File: src/rtl/cmd_frame_parser.sv
// Command frame parser: turns a byte stream of opcode+operand frames into held register-file/ALU commands.
// Optional inter-byte timeout is enabled by defining CMD_TIMEOUT_EN.
//
//   state       | meaning
//   S_IDLE      | waiting for an opcode byte
//   S_GET_ADDR  | waiting for the register address (write or read)
//   S_GET_WDATA | waiting for the write data
//   S_GET_A     | waiting for ALU operand A
//   S_GET_B     | waiting for ALU operand B
//   S_GET_FUN   | waiting for the ALU function code
//   S_HOLD      | command presented on CMD_*, waiting for CMD_RDY
module cmd_frame_parser #(
    parameter int DATA_WIDTH     = 8,
    parameter int ADDR_WIDTH     = 4,
    parameter int TIMEOUT_CYCLES = 1023
) (
    input  logic                  CLK,
    input  logic                  RST,
    input  logic [DATA_WIDTH-1:0] RX_P_DATA,
    input  logic                  RX_D_VLD,
    input  logic                  CMD_RDY,
    output logic                  CMD_VLD,
    output logic [1:0]            CMD_TYPE,
    output logic [ADDR_WIDTH-1:0] CMD_ADDR,
    output logic [DATA_WIDTH-1:0] CMD_WDATA,
    output logic [DATA_WIDTH-1:0] CMD_OPB,
    output logic [3:0]            CMD_FUN,
    output logic                  FRAME_ERR,
    output logic                  OVERRUN
);

    typedef enum logic [2:0] {
        S_IDLE,
        S_GET_ADDR,
        S_GET_WDATA,
        S_GET_A,
        S_GET_B,
        S_GET_FUN,
        S_HOLD
    } state_t;

    localparam logic [DATA_WIDTH-1:0] OP_WR   = DATA_WIDTH'(8'hAA);
    localparam logic [DATA_WIDTH-1:0] OP_RD   = DATA_WIDTH'(8'hBB);
    localparam logic [DATA_WIDTH-1:0] OP_ALU  = DATA_WIDTH'(8'hCC);
    localparam logic [DATA_WIDTH-1:0] OP_ALUN = DATA_WIDTH'(8'hDD);

    localparam logic [1:0] TYPE_WR   = 2'b00;
    localparam logic [1:0] TYPE_RD   = 2'b01;
    localparam logic [1:0] TYPE_ALU  = 2'b10;
    localparam logic [1:0] TYPE_ALUN = 2'b11;

    if (DATA_WIDTH < 8 || ADDR_WIDTH > DATA_WIDTH || TIMEOUT_CYCLES < 1) begin : g_param_check
        $error("cmd_frame_parser: unsupported parameter combination");
    end

    state_t                  state_q, state_d;
    logic                    vld_q, vld_d;
    logic [1:0]              type_q, type_d;
    logic [ADDR_WIDTH-1:0]   addr_q, addr_d;
    logic [DATA_WIDTH-1:0]   wdata_q, wdata_d;
    logic [DATA_WIDTH-1:0]   opb_q, opb_d;
    logic [3:0]              fun_q, fun_d;
    logic                    ferr_q, ferr_d;
    logic                    ovr_q, ovr_d;

`ifdef CMD_TIMEOUT_EN
    localparam int CNT_W = (TIMEOUT_CYCLES < 2) ? 1 : $clog2(TIMEOUT_CYCLES + 1);
    localparam logic [CNT_W-1:0] CNT_LAST = CNT_W'(TIMEOUT_CYCLES - 1);
    logic [CNT_W-1:0]        cnt_q, cnt_d;
    logic                    in_get;
`endif

    always_comb begin
        state_d = state_q;
        vld_d   = vld_q;
        type_d  = type_q;
        addr_d  = addr_q;
        wdata_d = wdata_q;
        opb_d   = opb_q;
        fun_d   = fun_q;
        ferr_d  = 1'b0;
        ovr_d   = 1'b0;

        case (state_q)
            S_IDLE: begin
                if (RX_D_VLD) begin
                    // Clearing at frame start leaves unloaded fields at zero on completion.
                    addr_d  = '0;
                    wdata_d = '0;
                    opb_d   = '0;
                    fun_d   = '0;
                    if (RX_P_DATA == OP_WR) begin
                        type_d  = TYPE_WR;
                        state_d = S_GET_ADDR;
                    end else if (RX_P_DATA == OP_RD) begin
                        type_d  = TYPE_RD;
                        state_d = S_GET_ADDR;
                    end else if (RX_P_DATA == OP_ALU) begin
                        type_d  = TYPE_ALU;
                        state_d = S_GET_A;
                    end else if (RX_P_DATA == OP_ALUN) begin
                        type_d  = TYPE_ALUN;
                        state_d = S_GET_FUN;
                    end else begin
                        addr_d  = addr_q;
                        wdata_d = wdata_q;
                        opb_d   = opb_q;
                        fun_d   = fun_q;
                        ferr_d  = 1'b1;
                    end
                end
            end
            S_GET_ADDR: begin
                if (RX_D_VLD) begin
                    addr_d = RX_P_DATA[ADDR_WIDTH-1:0];
                    if (type_q == TYPE_WR) begin
                        state_d = S_GET_WDATA;
                    end else begin
                        state_d = S_HOLD;
                        vld_d   = 1'b1;
                    end
                end
            end
            S_GET_WDATA: begin
                if (RX_D_VLD) begin
                    wdata_d = RX_P_DATA;
                    state_d = S_HOLD;
                    vld_d   = 1'b1;
                end
            end
            S_GET_A: begin
                if (RX_D_VLD) begin
                    wdata_d = RX_P_DATA;
                    state_d = S_GET_B;
                end
            end
            S_GET_B: begin
                if (RX_D_VLD) begin
                    opb_d   = RX_P_DATA;
                    state_d = S_GET_FUN;
                end
            end
            S_GET_FUN: begin
                if (RX_D_VLD) begin
                    fun_d   = RX_P_DATA[3:0];
                    state_d = S_HOLD;
                    vld_d   = 1'b1;
                end
            end
            S_HOLD: begin
                // A byte here is lost even if the command is released this same cycle.
                if (RX_D_VLD) begin
                    ovr_d = 1'b1;
                end
                if (CMD_RDY) begin
                    state_d = S_IDLE;
                    vld_d   = 1'b0;
                end
            end
            default: begin
                state_d = S_IDLE;
                vld_d   = 1'b0;
            end
        endcase

`ifdef CMD_TIMEOUT_EN
        in_get = (state_q != S_IDLE) && (state_q != S_HOLD);
        cnt_d  = '0;
        if (in_get && !RX_D_VLD) begin
            if (cnt_q == CNT_LAST) begin
                state_d = S_IDLE;
                vld_d   = 1'b0;
                ferr_d  = 1'b1;
            end else begin
                cnt_d = cnt_q + CNT_W'(1);
            end
        end
`else
        // Without the timeout a partial frame waits for its next byte indefinitely.
`endif
    end

    always_ff @(posedge CLK or negedge RST) begin
        if (!RST) begin
            state_q <= S_IDLE;
            vld_q   <= 1'b0;
            type_q  <= '0;
            addr_q  <= '0;
            wdata_q <= '0;
            opb_q   <= '0;
            fun_q   <= '0;
            ferr_q  <= 1'b0;
            ovr_q   <= 1'b0;
`ifdef CMD_TIMEOUT_EN
            cnt_q   <= '0;
`endif
        end else begin
            state_q <= state_d;
            vld_q   <= vld_d;
            type_q  <= type_d;
            addr_q  <= addr_d;
            wdata_q <= wdata_d;
            opb_q   <= opb_d;
            fun_q   <= fun_d;
            ferr_q  <= ferr_d;
            ovr_q   <= ovr_d;
`ifdef CMD_TIMEOUT_EN
            cnt_q   <= cnt_d;
`endif
        end
    end

    assign CMD_VLD   = vld_q;
    assign CMD_TYPE  = type_q;
    assign CMD_ADDR  = addr_q;
    assign CMD_WDATA = wdata_q;
    assign CMD_OPB   = opb_q;
    assign CMD_FUN   = fun_q;
    assign FRAME_ERR = ferr_q;
    assign OVERRUN   = ovr_q;

endmodule

File: config.mk
export PLATFORM = sky130hd
export DESIGN_NAME = cmd_frame_parser
export DESIGN_NICKNAME = d
export VERILOG_FILES = /design/src/rtl/cmd_frame_parser.sv
export SDC_FILE = /design/constraint.sdc
export NUM_CORES = 1
export LEC_CHECK = 0
export ABC_CLOCK_PERIOD_IN_PS = 2300
export CAP_MARGIN = 20
export CORE_MARGIN = 4
export CORE_UTILIZATION = 30
export DETAILED_ROUTE_END_ITERATION = 7
export PLACE_DENSITY = 0.59
export SLEW_MARGIN = 0
export SYNTH_ARGS = -nofsm -noshare
export SYNTH_HDL_FRONTEND = slang
export SYNTH_SLANG_ARGS = --single-unit
File: constraint.sdc
create_clock -name CLK -period 2.3 [get_ports CLK]
set_clock_uncertainty 0.2 [all_clocks]
set_input_delay 0.46 -clock CLK [delete_from_list [all_inputs] [get_ports CLK]]
set_output_delay 0.46 -clock CLK [all_outputs]
set_load 0.02 [all_outputs]
==> out/metrics.yaml <==
power_and_ir_drop:
  leakagePower_nw: 0.986
  clkPwrFrac_pct: 15.8
  power.density_nw_per_um2: 1230
  pwr-share-seq_pct: 35.9
  power.switching_mw: 1.04
  p_sw_share_pct: 37.7
  p_int_mw: 1.72
  p_comb_share_pct: 48.3
  ir_drop_v: 0.000615
logic_synthesis:
  avgSynthCellArea_sq_um: 12.0
  async_flop_share_pct: 100
  synth_area_leaders: "dfrtp_1, a22o_1, nand4bb_4, mux2i_1, nand2_1"
  yosys.area.top_type_share_pct: 51.5
  yosysTopAreaCell: "dfrtp_1"
  synth_edf_count: 0
  synth.distinct_cells: 41
  synthFlopType: "dfrtp_1"
  yosysWarningCount: 0
  synth_seq_cells: 32
  syn_area_sq_um: 1550
  synthesis.nets: 142
  synthCells: 130
  synth-seq-area-share_pct: 51.5
worst_setup_path:
  r2r_start: "state_q[2]"
  worstSetupPathType: "in -> reg"
  regToRegSetupSlack_ns: 0.45
  startpoint_type: "input pin"
  critPathRequiredTime_ns: 2.26
  arrival_ns: 2.07
  critPathMaxFanout: 8
  r2r-end: "CMD_TYPE[1]"
  crit_path_end_kind: "flop"
  reg2reg_depth: 4
layout:
  layout_common_cells: "clkdlybuf4s50_1, dfrtp_1, buf_4"
  layout_commonest_cell: "clkdlybuf4s50_1"
  antennaDiodeCount: 0
  nets: 201
  synthToLayoutAreaGrowth_pct: 44.3
  fillers: 466
  drive_gt1_share_pct: 18.9
  fin_util_pct: 45.9
floorplanning:
  die-area_sq_um: 6400
  die_h_um: 80.0
  die_width_um: 80.0
  row_count: 25
  pin_count: 41
  initial_core_util_pct: 31.8
  core_area_sq_um: 4880
clock_network:
  clockBufferDepth: 2
  cts_root_buf: "clkbuf_8"
  insertion_delay_ns: 0.28
  cts_hold_buf: 0
  ctsResizeCount: 0
  htree_levels: 2
  cts.clk_slew.worst_paths_ns: 0.06
  clock-sinks: 32
  cts_buffers: 5
  cts_tree: "done"
  cts_setup_buffers: 0
global_route:
  globalRoute.totalOverflow: 0
  grt.total_usage_pct: 14.7
  antenna_found_initial: 0
  grt_pass1_wl_um: 7270
  grt_max_degree: 33
  grt_pass1_vias: 1477
drt:
  wl_per_cell_um: 16.5
  routed-via-count: 1295
  antenna_left: 0
  route.detailed.drc: 0
  drt_pass1_iterations: 5
  via_per_inst: 5.04
  wl_um: 4240
  initialDrtViolationCount: 63
sta:
  hold_ws_ns: 0.301
  worst_pin_slew_ns: 0.461
  setup_viol: 0
  fin_crit_sh_pct: 91.9
  max_slew_margin_pct: 69.3
  finalCriticalPeriod_ns: 2.11
  drv_slew: 0
  rsz0062_at_grt: "false"
  final_hold_viol_count: 0
  fmax_mhz: 473
placement:
  place_congestion: 0.829
  dpl.hpwl_um: 3200
  portBuffers: 40
min_path:
  min_path_type: "reg -> reg"
  holdPathEnd: "CMD_WDATA[4]"
  hold_depth: 1
  min_from: "CMD_WDATA[4]"
job:
  maxCapViolations: 0
outcome:
  status: "complete, no violations"
[layout make-up]
cell class	instances	area [sq um]	area share [%]
multi-input cells	86	698	31.1
well taps	67	83.8	3.74
flip-flops and latches	32	801	35.7
repair buffers	61	558	24.9
inverters	3	11.3	0.502
clock buffers	8	90.1	4.02
[per-stage QoR]
| stage | area (sq um) | worst slack [ns] | cells | setup TNS [ns] | power (mW) |
|---|---|---|---|---|---|
| 2_1_floorplan | 1550 | 0.418 | 130 | 0 | 1.69 |
| 3_3_place_gp | 2150 | -0.0907 | 249 | -1.14 | 2.31 |
| 3_5_place_dp | 2150 | -0.106 | 249 | -1.66 | 2.33 |
| 4_1_cts | 2240 | 0.183 | 257 | 0 | 2.78 |
| 5_1_grt | 2240 | 0.0939 | 257 | 0 | 2.93 |
| 6_report | 2240 | 0.187 | 257 | 0 | 2.75 |
[worst max path at each step]
stage | from | end | slack (ns)
2_1_floorplan | RX_P_DATA[1] | CMD_OPB[0] | 0.42
3_3_place_gp | RX_P_DATA[6] | CMD_WDATA[6] | -0.09
3_5_place_dp | RX_P_DATA[6] | CMD_WDATA[5] | -0.11
4_1_cts | RX_P_DATA[6] | CMD_WDATA[2] | 0.18
5_1_grt | RX_P_DATA[6] | CMD_TYPE[0] | 0.09
6_report | RX_P_DATA[6] | CMD_WDATA[2] | 0.19
[cell usage after synthesis (all sizes together) (2+ instances only)]
master   instances
nand3b           2
nand3            2
dfrtp           32
mux2i            4
nor2b            2
buf              7
inv              3
nor2             7
a22o            20
o21ai            9
nand2            9
o211ai           2
nor3             2
clkbuf           2
a21oi            2
nand4bb          2
nor4bb           3
and2             3
[logic make-up (layout without fill, tap and decap cells)]
kind of cell,count (synthesis),count (layout),share of synthesized area [%]
and+or+nand+nor,38,38,17.2
DFF,32,32,51.5
xor gates and xnor gates,2,2,1.61
AOI/OAI and AO/OA,42,42,23.5
buffers and inverters,12,72,3.54
muxes,4,4,2.58
[critical path, stage by stage]
cell	delay, ns
clkdlybuf4s50_1	0.61
nand4bb_4	0.19
a2111oi_4	0.41
o21ai_2	0.18
a22o_1	0.22
[metal layers]
metal	up-vias	share of wire, %	GRT usage, %
li1	609	-	-
met1	637	45	18.4
met2	39	48	23.8
met3	10	5.4	3.84
met4	0	2.3	6.08
met5	-	0	0
[power by group through the flow]
stage	Clock [mW]	Sequential [mW]	Combinational (mW)
finish	0.434	0.989	1.33
floorplan	0	1.21	0.476
CTS	0.448	0.990	1.35
global placement	0	0.988	1.32
global route	0.473	1.02	1.44
detailed placement	0	0.994	1.34
[sequential cells by signal, indices dropped and copies added (netlist names)]
name / cells
CMD_ADDR: 4
CMD_OPB: 8
state_q: 3
CMD_VLD: 1
CMD_WDATA: 8
FRAME_ERR: 1
CMD_FUN: 4
CMD_TYPE: 2
OVERRUN: 1
Power figures use the tool's default switching activity.
